==> src/rtl/br_pkg.sv <==
// rtl/br_pkg.sv - branch resolution types and stage payload
package br_pkg;

    // Width the stage payload is built for; the top checks its XLEN against it.
    localparam int BR_XLEN = 32;

    typedef enum logic [2:0] {
        BR_NONE   = 3'b000,
        BR_EQ     = 3'b001,
        BR_NE     = 3'b010,
        BR_LT     = 3'b011,
        BR_GE     = 3'b100,
        BR_LTU    = 3'b101,
        BR_GEU    = 3'b110,
        BR_ALWAYS = 3'b111
    } br_type_e;

    typedef struct packed {
        logic                valid;
        br_type_e            br_type;
        logic                taken;
        logic                pred_taken;
        logic [BR_XLEN-1:0]  pc;
        logic [BR_XLEN-1:0]  br_target;
    } br_stage_t;

endpackage

==> src/rtl/br_cond_eval.sv <==
// rtl/br_cond_eval.sv - combinational branch condition evaluation
// Ports:
//   br_type  in  3     condition code (br_type_e encoding)
//   opr_a    in  XLEN  rs1 value
//   opr_b    in  XLEN  rs2 value
//   taken    out 1     condition result
module br_cond_eval
    import br_pkg::*;
#(
    parameter int XLEN = 32
) (
    input  logic [2:0]      br_type,
    input  logic [XLEN-1:0] opr_a,
    input  logic [XLEN-1:0] opr_b,
    output logic            taken
);

    always_comb begin
        taken = 1'b0;
        case (br_type_e'(br_type))
            BR_NONE:   taken = 1'b0;
            BR_EQ:     taken = (opr_a == opr_b);
            BR_NE:     taken = (opr_a != opr_b);
            BR_LT:     taken = ($signed(opr_a) <  $signed(opr_b));
            BR_GE:     taken = ($signed(opr_a) >= $signed(opr_b));
            BR_LTU:    taken = (opr_a <  opr_b);
            BR_GEU:    taken = (opr_a >= opr_b);
            BR_ALWAYS: taken = 1'b1;
        endcase
    end

endmodule

==> src/rtl/br_resolve_unit.sv <==
// rtl/br_resolve_unit.sv - pipelined branch resolution with handshakes, flush and counters
// Ports:
//   clk, rst                     clock, synchronous active-high reset
//   flush                        drop every in-flight entry
//   in_valid / in_ready          request handshake
//   br_type, opr_a, opr_b        condition code and operands
//   pred_taken, pc, br_target    prediction, branch PC, branch target
//   out_valid / out_ready        result handshake
//   br_taken, mispredict         resolved direction, direction differs from prediction
//   redirect_pc                  taken ? br_target : pc+4
//   br_count, mispredict_count   saturating retire counters
module br_resolve_unit
    import br_pkg::*;
#(
    parameter int XLEN   = 32,
    parameter int STAGES = 1,
    parameter int CNT_W  = 32
) (
    input  logic             clk,
    input  logic             rst,
    input  logic             flush,
    input  logic             in_valid,
    output logic             in_ready,
    input  logic [2:0]       br_type,
    input  logic [XLEN-1:0]  opr_a,
    input  logic [XLEN-1:0]  opr_b,
    input  logic             pred_taken,
    input  logic [XLEN-1:0]  pc,
    input  logic [XLEN-1:0]  br_target,
    output logic             out_valid,
    input  logic             out_ready,
    output logic             br_taken,
    output logic             mispredict,
    output logic [XLEN-1:0]  redirect_pc,
    output logic [CNT_W-1:0] br_count,
    output logic [CNT_W-1:0] mispredict_count
);

    if (STAGES < 1 || STAGES > 2) begin : g_bad_stages
        $error("br_resolve_unit: STAGES must be 1 or 2");
    end
    if (XLEN != BR_XLEN) begin : g_bad_xlen
        $error("br_resolve_unit: XLEN must equal br_pkg::BR_XLEN");
    end

    logic                  cond_taken;
    br_stage_t             req;
    // chain[0] is the incoming request, chain[k+1] is the register of stage k.
    br_stage_t [STAGES:0]  chain;
    logic [STAGES-1:0]     stage_valid;
    logic [STAGES-1:0]     adv;
    br_stage_t             last;
    logic                  out_fire;
    logic [CNT_W-1:0]      br_count_d, br_count_q;
    logic [CNT_W-1:0]      mis_count_d, mis_count_q;

    br_cond_eval #(.XLEN(XLEN)) u_cond (
        .br_type (br_type),
        .opr_a   (opr_a),
        .opr_b   (opr_b),
        .taken   (cond_taken)
    );

    // A stage may load when it is empty or the stage after it moves on.
    always_comb begin
        adv = '0;
        adv[STAGES-1] = !stage_valid[STAGES-1] || out_ready;
        for (int k = STAGES - 2; k >= 0; k--) begin
            adv[k] = !stage_valid[k] || adv[k+1];
        end
    end

    assign in_ready = !flush && adv[0];

    always_comb begin
        req            = '0;
        req.valid      = in_valid && in_ready;
        req.br_type    = br_type_e'(br_type);
        req.taken      = cond_taken;
        req.pred_taken = pred_taken;
        req.pc         = pc;
        req.br_target  = br_target;
    end

    assign chain[0] = req;

    for (genvar k = 0; k < STAGES; k++) begin : g_stage
        br_stage_t stg_d;
        br_stage_t stg_q;

        always_comb begin
            stg_d = stg_q;
            if (flush) begin
                stg_d.valid = 1'b0;
            end else if (adv[k]) begin
                stg_d = chain[k];
            end
        end

        always_ff @(posedge clk) begin
            if (rst) begin
                stg_q <= '0;
            end else begin
                stg_q <= stg_d;
            end
        end

        assign chain[k+1]     = stg_q;
        assign stage_valid[k] = stg_q.valid;
    end

    assign last = chain[STAGES];

    // Result fields are forced to zero when nothing is presented so the
    // post-reset outputs read as zero.
    assign out_valid   = last.valid;
    assign br_taken    = last.valid && last.taken;
    assign mispredict  = last.valid && (last.taken != last.pred_taken);
    assign redirect_pc = !last.valid ? '0 :
                         last.taken  ? last.br_target : (last.pc + XLEN'(4));

    // Flush wins over a simultaneous output handshake.
    assign out_fire = out_valid && out_ready && !flush;

    always_comb begin
        br_count_d  = br_count_q;
        mis_count_d = mis_count_q;
        if (out_fire) begin
            if (last.br_type != BR_NONE && br_count_q != '1) begin
                br_count_d = br_count_q + CNT_W'(1);
            end
            if (mispredict && mis_count_q != '1) begin
                mis_count_d = mis_count_q + CNT_W'(1);
            end
        end
    end

    always_ff @(posedge clk) begin
        if (rst) begin
            br_count_q  <= '0;
            mis_count_q <= '0;
        end else begin
            br_count_q  <= br_count_d;
            mis_count_q <= mis_count_d;
        end
    end

    assign br_count         = br_count_q;
    assign mispredict_count = mis_count_q;

endmodule
==> config.mk <==
export PLATFORM = sky130hd
export DESIGN_NAME = br_resolve_unit
export DESIGN_NICKNAME = d
export VERILOG_FILES = /design/src/rtl/br_pkg.sv /design/src/rtl/br_cond_eval.sv /design/src/rtl/br_resolve_unit.sv
export SDC_FILE = /design/constraint.sdc
export NUM_CORES = 1
export LEC_CHECK = 0
export CORE_AREA = 2 2 134 136
export CTS_CLUSTER_DIAMETER = 60
export CTS_CLUSTER_SIZE = 8
export DETAILED_ROUTE_END_ITERATION = 8
export DIE_AREA = 0 0 136 138
export GPL_TIMING_DRIVEN = 0
export PLACE_DENSITY = 0.73
export SLEW_MARGIN = 5
export SYNTH_ARGS = -nofsm -noshare
export SYNTH_HDL_FRONTEND = slang
export SYNTH_HIERARCHICAL = 1
export SYNTH_SLANG_ARGS = --single-unit
==> constraint.sdc <==
create_clock -name clk -period 3 [get_ports clk]
set_clock_uncertainty 0.05 [all_clocks]
set_input_delay 0.75 -clock clk [delete_from_list [all_inputs] [get_ports clk]]
set_output_delay 0.75 -clock clk [all_outputs]
set_load 0.01 [all_outputs]
==> results.cfg <==
[floorplanning]
die_h_um = 138
die_x_um = 136
io_pins = 237
row_count = 49
start_util_pct = 43.4
core_area_um2 = 17500
die_area_um2 = 18800

[placement]
dpl.hpwl_um = 17600
pre_cts_slack_ps = -834
dp.cells = 1448
gp_congestion = 0.873
placed_area_um2 = 10300
port_buffers = 236

[yosys]
syn_inst = 983
synth_edf_count = 0
ys_seq_area_share_pct = 35.2
synth_area_leader_cell = dfxtp_1
synthFlopType = dfxtp_1
synth-seq-cells = 134
ys_top_cells_by_area = dfxtp_1 (35%), a21oi_1 (9.5%), nand2_1 (9.3%)
synth_area_um2 = 7610
synth_fp_nets = 1155
ys_async_sr_fraction_pct = 0
yosys_warnings = 6
yosysUniqueCellTypes = 69
netlist.area_leader.share_pct = 35.2
syn_area_per_cell_um2 = 7.74

[worst_setup_path]
r2r_cells = 7
rr_startpoint = br_count[0]$_SDFFE_PP0P_
crit_type = reg2out
cp_slowest_stage_delay_ps = 450
reg2reg_to = br_count[1]$_SDFFE_PP0P_
critPathMaxFanout = 6
start_kind = flip-flop
required_ps = 2200
endpoint_kind = primary output
crit_arrival_ps = 2420
crit_slowest_cell = or3_4
crit_family = simple AND/OR/NAND/NOR gates
crit_start = chain[119]$_SDFFE_PP0P_
cp_cell_sequence = and4_4, nand4_1, or3_4, o21ai_0, a31oi_4, buf_6
rrSetupSlack_ps = 520
critPathBufInv = 1

[final_layout]
final_common_cell = clkdlybuf4s50_1
final_cells = 1505
fin_nets = 1435
finalInstanceArea_um2 = 11400
fillerInstances = 1505
antenna_cells = 0
seq_area_um2 = 2720
multi_input_area_um2 = 4850
syn2layout_area_growth_pct = 49.2
drive_above_1_share_pct = 14.1
final_cell_mix = clkdlybuf4s50_1 (212), nand2_1 (188), a21oi_1 (139)

[global_route]
grt_max_degree = 17
grt_pass1_vias = 7669
globalRouteMet1Util_pct = 32.6
grt_first_pass_wirelength_um = 38500
track_usage_pct = 25.5
grt_most_used_layer = met2
grtUsageMet3_pct = 6.42
antenna_found_initial = 0
grtUsageMet2_pct = 41.9
gr-total-overflow = 0

[pwr]
p_per_area_nw_per_um2 = 401
p_leak_nw = 4.41
vdd.ir_drop.worst_mv = 0.455
p_total_mw = 4.55

[timing]
min_period_ps = 3220
timing.final.crit_share_pct = 107
setup_viol = 8
hold_viol_final = 0
final.setup.tns_ps = -882
worst_slack_ps = -217
max_slew_margin_pct = 36.3
final_max_slew_viol_count = 0
max_slew.worst_pin.slew_ps = 941
fmax_ghz = 0.311
rsz0062_at_grt = true

[cts]
cts_max_path_buffers = 2
cts_buffers = 17
clock_latency_ps = 430
ctsHoldBuffers = 0
h-tree-depth = 4
cts.clk_slew.worst_paths_ps = 60
cts_sinks = 134
tritoncts = yes
cts-root-buf = clkbuf_16

[min_path]
hold_path_depth = 2
min_from = chain[80]$_SDFFE_PP0P_
hold_class = reg2reg
whs_endpoint = chain[80]$_SDFFE_PP0P_

[route]
post_drt_wl_per_cell_um = 17.0
antenna_left = 0
routed_wl_um = 25500
dr.pass1.iters = 7
avgViaCountPerCell = 5.61
dr_total_vias = 8441
drc = 0
drt_iter0_drc = 591

[outcome]
violations = negative setup slack
outcome = complete, but fails checks

[job]
cap_violations = 0
[registers in the layout, indices dropped and copies added, names as in the netlist]
signal,flops
br_count,32
mispredict_count,32
out_valid,1
chain,69
[synthesized netlist by cell type, types with 5 or more instances]
cell type	n
inv_1	42
nand3_1	32
clkbuf_1	39
xnor2_1	19
and3_1	7
and4_1	13
mux2_2	8
nand2b_1	6
nor2_1	30
a21oi_1	145
or4_1	14
nor2b_1	13
o21ai_1	9
nand2_1	189
ha_1	35
and2_1	8
nand4_1	22
o21ai_0	50
nor4_1	11
xor2_1	15
nor3_1	16
dfxtp_1	134
o31ai_1	12
or3_1	38
o211a_1	8
mux2i_1	5
[what timing repair did]
action                     in CTS  in global routing
hold endpoints to repair        0                  0
pin swaps                      19                 27
setup endpoints to repair      27                 21
cloned                          0                  0
gates resized for setup       127                 44
buffers inserted               19                  9
[kinds of logic (layout without fill, tap and decap cells)]
group	count (synthesis)	after routing	synth area share, %
AO/OA/AOI/OAI	249	249	19.0
XOR/XNOR	34	34	3.91
adder cells (fa/ha/maj)	35	35	5.75
buffers and inverters	94	387	5.13
flip-flops	134	134	35.2
multiplexers	13	13	1.84
AND/OR/NAND/NOR	424	424	29.2
[per-layer routing]
layer | vias to the layer above | wire length (µm)
met5 | - | 0
met1 | 3949 | 10500
met2 | 356 | 12200
met3 | 65 | 2050
met4 | 0 | 750
li1 | 4071 | -
[worst reg2reg max path: stages (launching register included)]
cell,delay [ps]
dfxtp_1,410
ha_1,240
nand3_2,190
or4_4,600
o31ai_2,370
buf_4,250
mux2i_1,190
nor2_1,50
[where the power goes]
| part | total (mW) | internal [mW] | leakage [nW] | switching (mW) |
|---|---|---|---|---|
| registers | 1.88 | 1.83 | 1.10 | 0.0487 |
| logic | 0.619 | 0.316 | 3.03 | 0.303 |
| clock network | 2.05 | 1.25 | 0.277 | 0.801 |
| total | 4.55 | 3.40 | 4.41 | 1.15 |
[area by class of cell]
type	count	area share, %
inverters	43	1.44
flip-flops and latches	134	24.0
plain buffers	48	2.02
clock inverters	11	1.10
clock buffers	21	3.97
repair buffers	264	22.2
well taps	229	2.52
multi-input cells	755	42.8
[metrics by stage]
stage | hold slack [ps] | utilization, %
final | 399 | 64.7
after global routing | 417 | 64.7
after CTS | 402 | 63.5
after detailed placement | 394 | 58.5
after global placement | 387 | 58.5
after floorplan | 381 | -
[how the worst max path moves through the flow]
stage | endpoint | slack (ps) | cells after the start
after CTS | redirect_pc[30] | -80 | 6
after floorplan | redirect_pc[30] | 330 | 6
after global routing | redirect_pc[30] | -250 | 6
final | redirect_pc[30] | -220 | 6
after detailed placement | in_ready | -830 | 7
after global placement | in_ready | -830 | 7
Power figures use the tool's default switching activity.
